File: config.mk
export PLATFORM = sky130hd
export DESIGN_NAME = div_unit
export DESIGN_NICKNAME = d
export VERILOG_FILES = /design/src/rtl/div_unit_pkg.sv /design/src/rtl/div_unit.sv
export SDC_FILE = /design/constraint.sdc
export NUM_CORES = 1
export LEC_CHECK = 0
export ABC_AREA = 1
export BUFFER_PORTS_ARGS = -buffer_cell sky130_fd_sc_hd__buf_2
export CORE_AREA = 2 2 178 180
export CTS_CLUSTER_SIZE = 24
export DETAILED_ROUTE_END_ITERATION = 8
export DIE_AREA = 0 0 180 182
export PLACE_DENSITY_LB_ADDON = 0.2
export SETUP_SLACK_MARGIN = 0.3
export SLEW_MARGIN = 20
export SYNTH_ARGS = -nofsm -noshare
export SYNTH_HDL_FRONTEND = slang
export SYNTH_SLANG_ARGS = --single-unit
File: constraint.sdc
create_clock -name clk -period 9 [get_ports clk]
set_clock_uncertainty 0.2 [all_clocks]
set_input_delay 1.35 -clock clk [delete_from_list [all_inputs] [get_ports clk]]
set_output_delay 1.35 -clock clk [all_outputs]
set_load 0.01 [all_outputs]
File: src/rtl/div_unit_pkg.sv
// Shared encodings for the execute-stage RV32M divider: operation select
// (also produced by the control unit) and divider FSM states.
package div_unit_pkg;

   typedef enum logic [1:0] {
      DIV  = 2'b00,
      DIVU = 2'b01,
      REM  = 2'b10,
      REMU = 2'b11
   } div_op_t;

   typedef enum logic [1:0] {
      IDLE = 2'b00,
      CALC = 2'b01,
      DONE = 2'b10
   } div_state_t;

   function automatic logic op_is_signed(input div_op_t op);
      return (op == DIV) || (op == REM);
   endfunction

   function automatic logic op_is_rem(input div_op_t op);
      return (op == REM) || (op == REMU);
   endfunction

endpackage

File: src/rtl/div_unit.sv
// Iterative restoring RV32M divider (DIV/DIVU/REM/REMU) for the execute stage.
// Holds the pipeline via stall_o until the single-cycle done_o result pulse.
module div_unit
   import div_unit_pkg::*;
#(
   parameter int DATA_WIDTH = 32,
   parameter int CNT_WIDTH  = $clog2(DATA_WIDTH)
) (
   input  logic                  clk,
   input  logic                  rst_n,
   input  logic                  start_i,
   input  logic [1:0]            div_ctrl_i,
   input  logic [DATA_WIDTH-1:0] op_a_i,
   input  logic [DATA_WIDTH-1:0] op_b_i,
   input  logic                  flush_i,
   output logic [DATA_WIDTH-1:0] result_o,
   output logic                  done_o,
   output logic                  stall_o,
   output logic                  busy_o
);

   localparam logic [DATA_WIDTH-1:0] ZERO     = '0;
   localparam logic [DATA_WIDTH-1:0] ALL_ONES = '1;
   localparam logic [DATA_WIDTH-1:0] MIN_NEG  = {1'b1, {(DATA_WIDTH-1){1'b0}}};
   localparam logic [CNT_WIDTH-1:0]  CNT_LAST = CNT_WIDTH'(DATA_WIDTH - 1);

   // Two's complement negate; |MIN_NEG| stays MIN_NEG, read as unsigned.
   function automatic logic [DATA_WIDTH-1:0] cond_neg(input logic [DATA_WIDTH-1:0] x,
                                                      input logic                  neg);
      return neg ? (ZERO - x) : x;
   endfunction

   div_state_t            state_q, state_d;
   div_op_t               op_q, op_d;
   logic [CNT_WIDTH-1:0]  cnt_q, cnt_d;
   logic [DATA_WIDTH-1:0] quo_q, quo_d;
   logic [DATA_WIDTH-1:0] rem_q, rem_d;
   logic [DATA_WIDTH-1:0] bmag_q, bmag_d;
   logic [DATA_WIDTH-1:0] result_q, result_d;
   logic                  neg_quo_q, neg_quo_d;
   logic                  neg_rem_q, neg_rem_d;

   div_op_t               in_op;
   logic                  in_signed;
   logic                  in_rem;
   logic                  accept;
   logic                  special;
   logic [DATA_WIDTH:0]   rem_sh;
   logic [DATA_WIDTH:0]   trial;
   logic [DATA_WIDTH-1:0] rem_step;
   logic [DATA_WIDTH-1:0] quo_step;

   always_comb begin
      in_op     = div_op_t'(div_ctrl_i);
      in_signed = op_is_signed(in_op);
      in_rem    = op_is_rem(in_op);
      accept    = (state_q == IDLE) && start_i && !flush_i;
      special   = (op_b_i == ZERO) ||
                  (in_signed && (op_a_i == MIN_NEG) && (op_b_i == ALL_ONES));
   end

   always_ff @(posedge clk) begin
      if (!rst_n) state_q <= IDLE;
      else        state_q <= state_d;
   end

   always_comb begin
      state_d = state_q;
      if (flush_i) begin
         state_d = IDLE;
      end else begin
         case (state_q)
            IDLE:    if (accept) state_d = special ? DONE : CALC;
            CALC:    if (cnt_q == '0) state_d = DONE;
            DONE:    state_d = IDLE;
            default: state_d = IDLE;
         endcase
      end
   end

   always_comb begin
      stall_o  = accept || (state_q == CALC);
      busy_o   = (state_q != IDLE);
      done_o   = (state_q == DONE);
      result_o = result_q;
   end

   // Trial subtract is one bit wider so unsigned divisors above 2^(W-1) work.
   always_comb begin
      rem_sh   = {rem_q, quo_q[DATA_WIDTH-1]};
      trial    = rem_sh - {1'b0, bmag_q};
      rem_step = trial[DATA_WIDTH] ? rem_sh[DATA_WIDTH-1:0] : trial[DATA_WIDTH-1:0];
      quo_step = {quo_q[DATA_WIDTH-2:0], ~trial[DATA_WIDTH]};
   end

   always_comb begin
      op_d      = op_q;
      cnt_d     = cnt_q;
      quo_d     = quo_q;
      rem_d     = rem_q;
      bmag_d    = bmag_q;
      result_d  = result_q;
      neg_quo_d = neg_quo_q;
      neg_rem_d = neg_rem_q;
      case (state_q)
         IDLE: begin
            if (accept) begin
               op_d      = in_op;
               cnt_d     = CNT_LAST;
               quo_d     = cond_neg(op_a_i, in_signed && op_a_i[DATA_WIDTH-1]);
               rem_d     = ZERO;
               bmag_d    = cond_neg(op_b_i, in_signed && op_b_i[DATA_WIDTH-1]);
               neg_quo_d = in_signed && (op_a_i[DATA_WIDTH-1] ^ op_b_i[DATA_WIDTH-1]);
               neg_rem_d = in_signed && op_a_i[DATA_WIDTH-1];
               if (op_b_i == ZERO) begin
                  result_d = in_rem ? op_a_i : ALL_ONES;
               end else if (special) begin
                  result_d = in_rem ? ZERO : MIN_NEG;
               end
            end
         end
         CALC: begin
            quo_d = quo_step;
            rem_d = rem_step;
            cnt_d = cnt_q - CNT_WIDTH'(1);
            if (cnt_q == '0) begin
               result_d = op_is_rem(op_q) ? cond_neg(rem_step, neg_rem_q)
                                          : cond_neg(quo_step, neg_quo_q);
            end
         end
         default: ;
      endcase
   end

   always_ff @(posedge clk) begin
      if (!rst_n) begin
         op_q      <= DIV;
         cnt_q     <= '0;
         quo_q     <= '0;
         rem_q     <= '0;
         bmag_q    <= '0;
         result_q  <= '0;
         neg_quo_q <= 1'b0;
         neg_rem_q <= 1'b0;
      end else begin
         op_q      <= op_d;
         cnt_q     <= cnt_d;
         quo_q     <= quo_d;
         rem_q     <= rem_d;
         bmag_q    <= bmag_d;
         result_q  <= result_d;
         neg_quo_q <= neg_quo_d;
         neg_rem_q <= neg_rem_d;
      end
   end

endmodule

==> results.cfg, run 1 <==
[synth]
syn_nets = 2191
synth_top_area_cell = dfxtp_1
yosysUniqueCellTypes = 51
ys_top_cells_by_area = dfxtp_1 (23%), nand2_1 (19%), inv_1 (7.5%)
synthArstFlopShare = 0
yosysSeqAreaShare = 0.228
synthAdderAreaFrac = 0.0419
ys_seq_elements = 138
synth_top_area_share = 0.228
synthMuxAreaShare = 0
netlist_area_mm2 = 0.0121
synth_ff_type = dfxtp_1
synthSimpleGateAreaFrac = 0.381
synth_compound_gate_area_share = 0.204
yosysWarningCount = 0
synth_top_family_by_area = simple AND/OR/NAND/NOR gates
synth_edf_count = 0
synth_cells = 2081
synth_xor_area_frac = 0.0347
avgSynthCellArea_um2 = 5.83

[sta]
hold_viol = 0
setup-violations-final = 0
final.setup.tns_ps = 0
max_slew.worst_pin.slew_ps = 1110
maxClockFrequency_mhz = 190
drv_slew = 0
period_needed_ps = 5270
rsz0062_at_grt = false
period_share = 0.586
slew_headroom = 0.258

[die]
die_area_mm2 = 0.0328
chipHeight_um = 182
fp.dieW_um = 180
pin_count = 105
start_util = 0.391
core-area_mm2 = 0.0310
rows = 65

[grt]
grt_pass1_vias = 12519
grt_pass1_wl_mm = 68.6
grt_antenna_before_repair = 0
grt_max_degree = 95
track_usage = 0.263
grt_remaining_overflow = 0

[layout]
final_cell_mix = nand2_1 (603), inv_1 (242), nor2_1 (181)
area_delta_synth_final_pct = 11.0
final_common_cell = nand2_1
nNetsFinal = 2238
drive_gt1_frac = 0.110
n_antenna_cell = 0

[hold_path]
worstHoldPathType = flop to flop

[worst_setup_path]
worstSetupEndpointType = flop
r2r-end = result_o[24]
arrival_ps = 5340
reg2reg_depth = 32
r2r_start = quo_q[31]
cp.required_ps = 9070
crit_fanout = 44
cp-start-kind = flop
path_common_cell = nand2_1
cpPeakStageDelay_ps = 410
rrSetupSlack_ps = 3730
path_class = flop to flop
slowest_stage = nor3_1
crit_path_start = quo_q[31]
cp-endpoint = result_o[24]

[flow_run]
drv_cap = 0

[clocking]
cts_tree = yes
cts.sinks = 138
cts_root_buf = clkbuf_16
cts_resized = 0
cts_buffers = 17
clock_path_buffers = 2
cts_hold_buf = 0
cts_setup_buffers = 0
clk_pin_slew_worst_paths_ps = 60
clkLatencyLatePin_ps = 440
cts_htree_levels = 4

[power_and_ir_drop]
leakage_nw = 6.38
peakVddDrop_uv = 103
power_mw = 1.93
p_per_area_mw_per_mm2 = 144

[detailed_routing]
drc = 0
antenna_left = 0
finalWirelength_mm = 43.5
wl_per_cell_um = 17.1
vias_per_cell = 5.35
first_iter_violations = 1327
first_pass_iters = 5
num_vias = 13598

[status]
status = finished, final reports clean

[placement]
portBuffers = 104
dp_hpwl_mm = 33.2
gp_congestion = 0.914
## worst max-delay path: cells and delay by family, from the launching register on
kind | cells | cell delay [ps]
fa+ha+maj | 3 | 890
buf+inv | 5 | 360
simple gates | 19 | 2820
compound gates | 5 | 480
flops | 1 | 360
## power by group
part           switching, mW  internal, mW
combinational          0.358         0.158
clock                  0.312         0.443
sequential            0.0247         0.635
## flip-flops by register name, summed over array words and instances, names as in the netlist
signal	count
quo_q	32
neg_quo_q	1
op_q	1
result_o	32
rem_q	32
cnt_q	5
state_q	2
bmag_q	32
neg_rem_q	1
## routing by layer
metal  global-route usage  wire length (um)  vias up
met5                    0                 0        -
met4               0.0631               781        0
met3               0.0335              2720       48
met2                0.429             19800      487
met1                0.368             20300     6147
li1                     -                 -     6916
## how the worst min path moves through the flow
stage	from	to	slack, ps	depth (start not counted)
floorplan	bmag_q[31]	bmag_q[31]	250	2
global placement	result_o[21]	result_o[21]	250	2
detailed placement	result_o[22]	result_o[22]	250	2
CTS	result_o[22]	result_o[22]	260	2
global route	result_o[25]	result_o[25]	290	2
finish	result_o[21]	result_o[21]	260	2
## synth_stat cells, drive strengths merged (20+ instances only)
cell type	count
nand2	635
inv	247
nor2	195
a21oi	179
o21ai	166
nand3	147
dfxtp	138
clkbuf	68
a31oi	43
ha	39
nor3	38
xor2	26
nand4	22
xnor2	22
buf	20
## logic make-up (layout without fill, tap and decap cells)
kind of cell,Yosys count,in the layout
and+or+nand+nor,1076,1076
buffers and inverters,338,398
AOI/OAI and AO/OA,441,441
DFF,138,138
adders and majority gates,40,40
xor gates and xnor gates,48,48
## stage by stage
| stage | hold slack (ps) | area, um2 | utilization | setup slack [ps] | cells |
|---|---|---|---|---|---|
| CTS | 264 | 13500 | 0.434 | 3820 | 2543 |
| global placement | 253 | 12800 | 0.414 | 3530 | 2511 |
| floorplan | 245 | 12100 | - | 4710 | 2081 |
| finish | 259 | 13500 | 0.434 | 3730 | 2543 |
| global route | 290 | 13500 | 0.434 | 3270 | 2543 |
| detailed placement | 253 | 12800 | 0.414 | 3470 | 2511 |
## cell type report
| type | count | area [um2] |
|---|---|---|
| Multi-Input combinational cell | 1605 | 8030 |
| Fill cell | 3373 | 17500 |
| Sequential cell | 138 | 2760 |
| Timing Repair Buffer | 116 | 611 |
| Clock buffer | 17 | 425 |
| Inverter | 250 | 940 |
| Clock inverter | 15 | 189 |
| Tap cell | 402 | 503 |
Note: power is estimated with default switching activity, not from simulation.
==> run 2, diff against run 1 <==
- clock period: 9 -> 4.5 ns (I/O delays scaled with it)
==> results.cfg, run 2 (same netlist as run 1, synthesis figures left out) <==
[grt]
grt_remaining_overflow = 0
grt_pass1_wl_mm = 70.1
grt_pass1_vias = 12577
grt_max_degree = 88
track_usage = 0.270
grt_antenna_before_repair = 0

[placement]
portBuffers = 104
dpl.cell_count = 2519
post-place-ws_ps = 159
dp_hpwl_mm = 33.9
gp_congestion = 0.935
dpl-instance-area_mm2 = 0.0129

[worst_setup_path]
arrival_ps = 4120
path_class = flop to flop
worst-path-buf-inv = 4
worstSetupEndpointType = flop
crit_fanout = 5
cp-start-kind = flop
cpPeakStageDelay_ps = 400
cp.required_ps = 4580
slowest_stage = ha_1
path_common_cell = nand2_4
critPathTopFamily = simple AND/OR/NAND/NOR gates

[die]
start_util = 0.391
pin_count = 105
core-area_mm2 = 0.0310
rows = 65
die_area_mm2 = 0.0328
fp.dieW_um = 180
chipHeight_um = 182

[sta]
hold_viol = 0
setup-violations-final = 0
hold_ws_ps = 228
period_needed_ps = 4040
period_share = 0.897
slew_headroom = 0.318
final.setup.tns_ps = 0
max_slew.worst_pin.slew_ps = 1020
maxClockFrequency_mhz = 248
rsz0062_at_grt = true
finalWorstSetupSlack_ps = 464
drv_slew = 0

[clocking]
clock_path_buffers = 2
cts_buffers = 17
cts_hold_buf = 0
cts_root_buf = clkbuf_16
cts.sinks = 138
cts_tree = yes
cts_htree_levels = 4
clk_pin_slew_worst_paths_ps = 70
clkLatencyLatePin_ps = 440

[power_and_ir_drop]
p_per_area_mw_per_mm2 = 277
leakage_nw = 6.50
power_mw = 3.84
peakVddDrop_uv = 240

[status]
status = finished, final reports clean

[layout]
final_common_cell = nand2_1
final_area_mm2 = 0.0139
area_delta_synth_final_pct = 14.4
nFillCells = 3329
drive_gt1_frac = 0.140
fin_util = 0.448
nNetsFinal = 2254
n_antenna_cell = 0
final_cell_mix = nand2_1 (597), inv_1 (236), nor2_1 (175)
fin_cells = 2559

[detailed_routing]
antenna_left = 0
vias_per_cell = 5.40
wl_per_cell_um = 17.5
first_pass_iters = 6
finalWirelength_mm = 44.8
drc = 0
first_iter_violations = 1399
num_vias = 13829

[hold_path]
worstHoldPathType = input port to flop

[flow_run]
drv_cap = 0
[run 2: changes by cell type in the layout (fill, tap and decap cells not counted), sizes merged]
cell	delta
nand2	+1
inv	-2
clkinv	+3
bufinv	-2
clkinvlp	+1
buf	+15
[run 2: worst register-to-register path, cell delays in order (launching register included)]
cell and delay [ps]:
dfxtp_1 310, inv_1 120, ha_1 410, nand2_1 110, nor2_2 130, and2_2 220
and2_1 190, nand2_4 90, nand2_4 80, nand2_4 60, nand2_4 110, ha_4 140
inv_2 40, nor3_2 180, nand2_1 90, inv_1 70, nand2_1 60, inv_2 80
nand2_4 60, nor3_4 210, nand3_4 130, nor3_4 210, nor2_1 80, xor2_1 160
a21oi_1 130, o21ai_1 90, nand2_1 70, a21oi_1 60
[run 2: path summary, 6_finish.rpt]
path | startpoint | endpoint | slack (ps) | depth (start not counted)
max | bmag_q[30] | result_o[22] | 460 | 27
min | flush_i | state_q[1] | 230 | 2
max reg2reg | bmag_q[30] | result_o[22] | 460 | 27
min reg2reg | result_o[9] | result_o[9] | 260 | 2
[run 2: timing repair]
item	CTS	global route
endpoints found under the setup margin	14	26
gates cloned	0	1
pin swaps	0	18
setup buffers	0	7
gates resized for setup	8	63
[run 2: area by class of cell]
cell class,instances,area [um2],area share
Clock inverter,15,140,0.0101
Multi-Input combinational cell,1606,8320,0.599
Clock buffer,17,425,0.0307
Timing Repair Buffer,131,773,0.0557
Inverter,250,943,0.0680
Sequential cell,138,2770,0.200
Tap cell,402,503,0.0363
[run 2: layer usage]
| metal | routed length [um] | up-vias | track usage |
|---|---|---|---|
| li1 | - | 6955 | - |
| met1 | 21500 | 6402 | 0.386 |
| met2 | 19600 | 431 | 0.425 |
| met3 | 2860 | 41 | 0.0413 |
| met4 | 837 | 0 | 0.0660 |
| met5 | 0 | - | 0 |
[run 2: report_power, final]
| part | leakage [nW] | internal, mW | switching (mW) |
|---|---|---|---|
| clock | 0.284 | 0.771 | 0.646 |
| combinational | 5.09 | 0.350 | 0.745 |
| sequential | 1.13 | 1.27 | 0.0583 |
==> run 3, diff against run 2 <==
- CORE_AREA: 2 2 178 180 -> 2 2 151 153
- DIE_AREA: 0 0 180 182 -> 0 0 153 155
==> results.cfg, run 3 (same netlist as run 1, synthesis figures left out) <==
[status]
status = finished, final reports clean

[sta]
hold_ws_ps = 250
rsz0062_at_grt = true
finalWorstSetupSlack_ps = 471
hold_viol = 0
period_needed_ps = 4030
final.setup.tns_ps = 0
drv_slew = 0
period_share = 0.895
slew_headroom = 0.365
setup-violations-final = 0
max_slew.worst_pin.slew_ps = 951
maxClockFrequency_mhz = 248

[grt]
grt_pass1_wl_mm = 64.2
top_usage_layer = met2
grt_remaining_overflow = 0
grt_antenna_before_repair = 1
use_met3 = 0.0465
gr-usage-met2 = 0.537
grt_pass1_vias = 12436
grtUsageMet1 = 0.466
grt_max_degree = 68
track_usage = 0.334

[power_and_ir_drop]
power_mw = 3.95
p_per_area_mw_per_mm2 = 289
internal-power_mw = 2.55
leakage_nw = 6.51
peakVddDrop_uv = 344
power_switching_mw = 1.40
p_clk_frac = 0.391
swShare = 0.355
p_seq_frac = 0.334
share_comb_of_total_power = 0.274

[die]
pin_count = 105
fp.dieW_um = 153
die_area_mm2 = 0.0237
start_util = 0.545
rows = 55
core-area_mm2 = 0.0222
chipHeight_um = 155

[clocking]
cts_root_buf = clkbuf_16
cts.sinks = 138
clk_pin_slew_worst_paths_ps = 60
clock_path_buffers = 2
cts_tree = yes
cts_buffers = 17
clkLatencyLatePin_ps = 430
cts_htree_levels = 4

[detailed_routing]
first_iter_violations = 1465
antenna_left = 0
finalWirelength_mm = 41.1
drc = 0
first_pass_iters = 6
wl_per_cell_um = 16.8
num_vias = 14082
vias_per_cell = 5.77

[worst_setup_path]
crit_cells = 31
reg2reg_depth = 31
arrival_ps = 4140
worst-path-buf-inv = 5
crit_fanout = 3
worstSetupEndpointType = flop
slowest_stage = fa_2
path_class = flop to flop
cpPeakStageDelay_ps = 410
cp.required_ps = 4610
critPathTopFamily = simple AND/OR/NAND/NOR gates
cp-start-kind = flop
path_common_cell = nand2_4

[placement]
dp_hpwl_mm = 30.9
post-place-ws_ps = 212
portBuffers = 104
gp_congestion = 0.981
dpl-instance-area_mm2 = 0.0128
dpl.cell_count = 2402

[layout]
final_common_cell = nand2_1
seq_area_mm2 = 0.00277
multi_input_area_mm2 = 0.00826
nNetsFinal = 2252
final_area_mm2 = 0.0137
drive_gt1_frac = 0.129
final_cell_mix = nand2_1 (598), inv_1 (238), nor2_1 (178)
area_delta_synth_final_pct = 12.7
fin_cells = 2439
fin_util = 0.615
nFillCells = 2181
n_antenna_cell = 0

[flow_run]
drv_cap = 0

[hold_path]
min_path_cells = 2
worstHoldPathType = input port to flop
==> run 3: cell types whose count changed in the layout (fill, tap and decap cells not counted), sizes merged <==
cell    previous run  this run
clkinv            11         7
bufinv             1         4
buf              131       129
clkbuf            17        18
inv              252       251
==> run 3: metal layers <==
metal	vias to the layer above	routed length (um)
met5	-	13
met4	2	1050
met3	73	3760
met2	636	18500
met1	6443	17800
li1	6928	-
==> run 3: path summary, 6_finish.rpt <==
kind | startpoint | slack (ps) | to
worst min register to register | result_o[22] | 260 | result_o[22]
worst max-delay path | quo_q[31] | 470 | result_o[22]
worst max register to register | quo_q[31] | 470 | result_o[22]
worst min-delay path | flush_i | 250 | state_q[1]
==> run 3: repair_timing <==
item / 4_1_cts / 5_1_grt
pin swaps: 2 / 15
hold endpoints to repair: 0 / 0
setup buffers: 0 / 5
resized for setup: 7 / 46
gates cloned: 0 / 1
hold buffers: 0 / 0
endpoints found under the setup margin: 11 / 25
==> run 3: power groups by stage <==
stage / Clock [mW] / Combinational (mW) / Sequential, mW
floorplan: 0 / 0.728 / 1.33
global placement: 0 / 0.996 / 1.34
detailed placement: 0 / 1.01 / 1.34
CTS: 1.54 / 1.02 / 1.32
global route: 1.60 / 1.20 / 1.33
finish: 1.54 / 1.08 / 1.32
==> run 3: cell type report <==
class / count / area share
inverters: 250 / 0.0689
clock inverters: 13 / 0.0142
flip-flops and latches: 138 / 0.202
repair buffers: 129 / 0.0527
multi-input cells: 1606 / 0.604
well taps: 285 / 0.0261
clock buffers: 18 / 0.0314
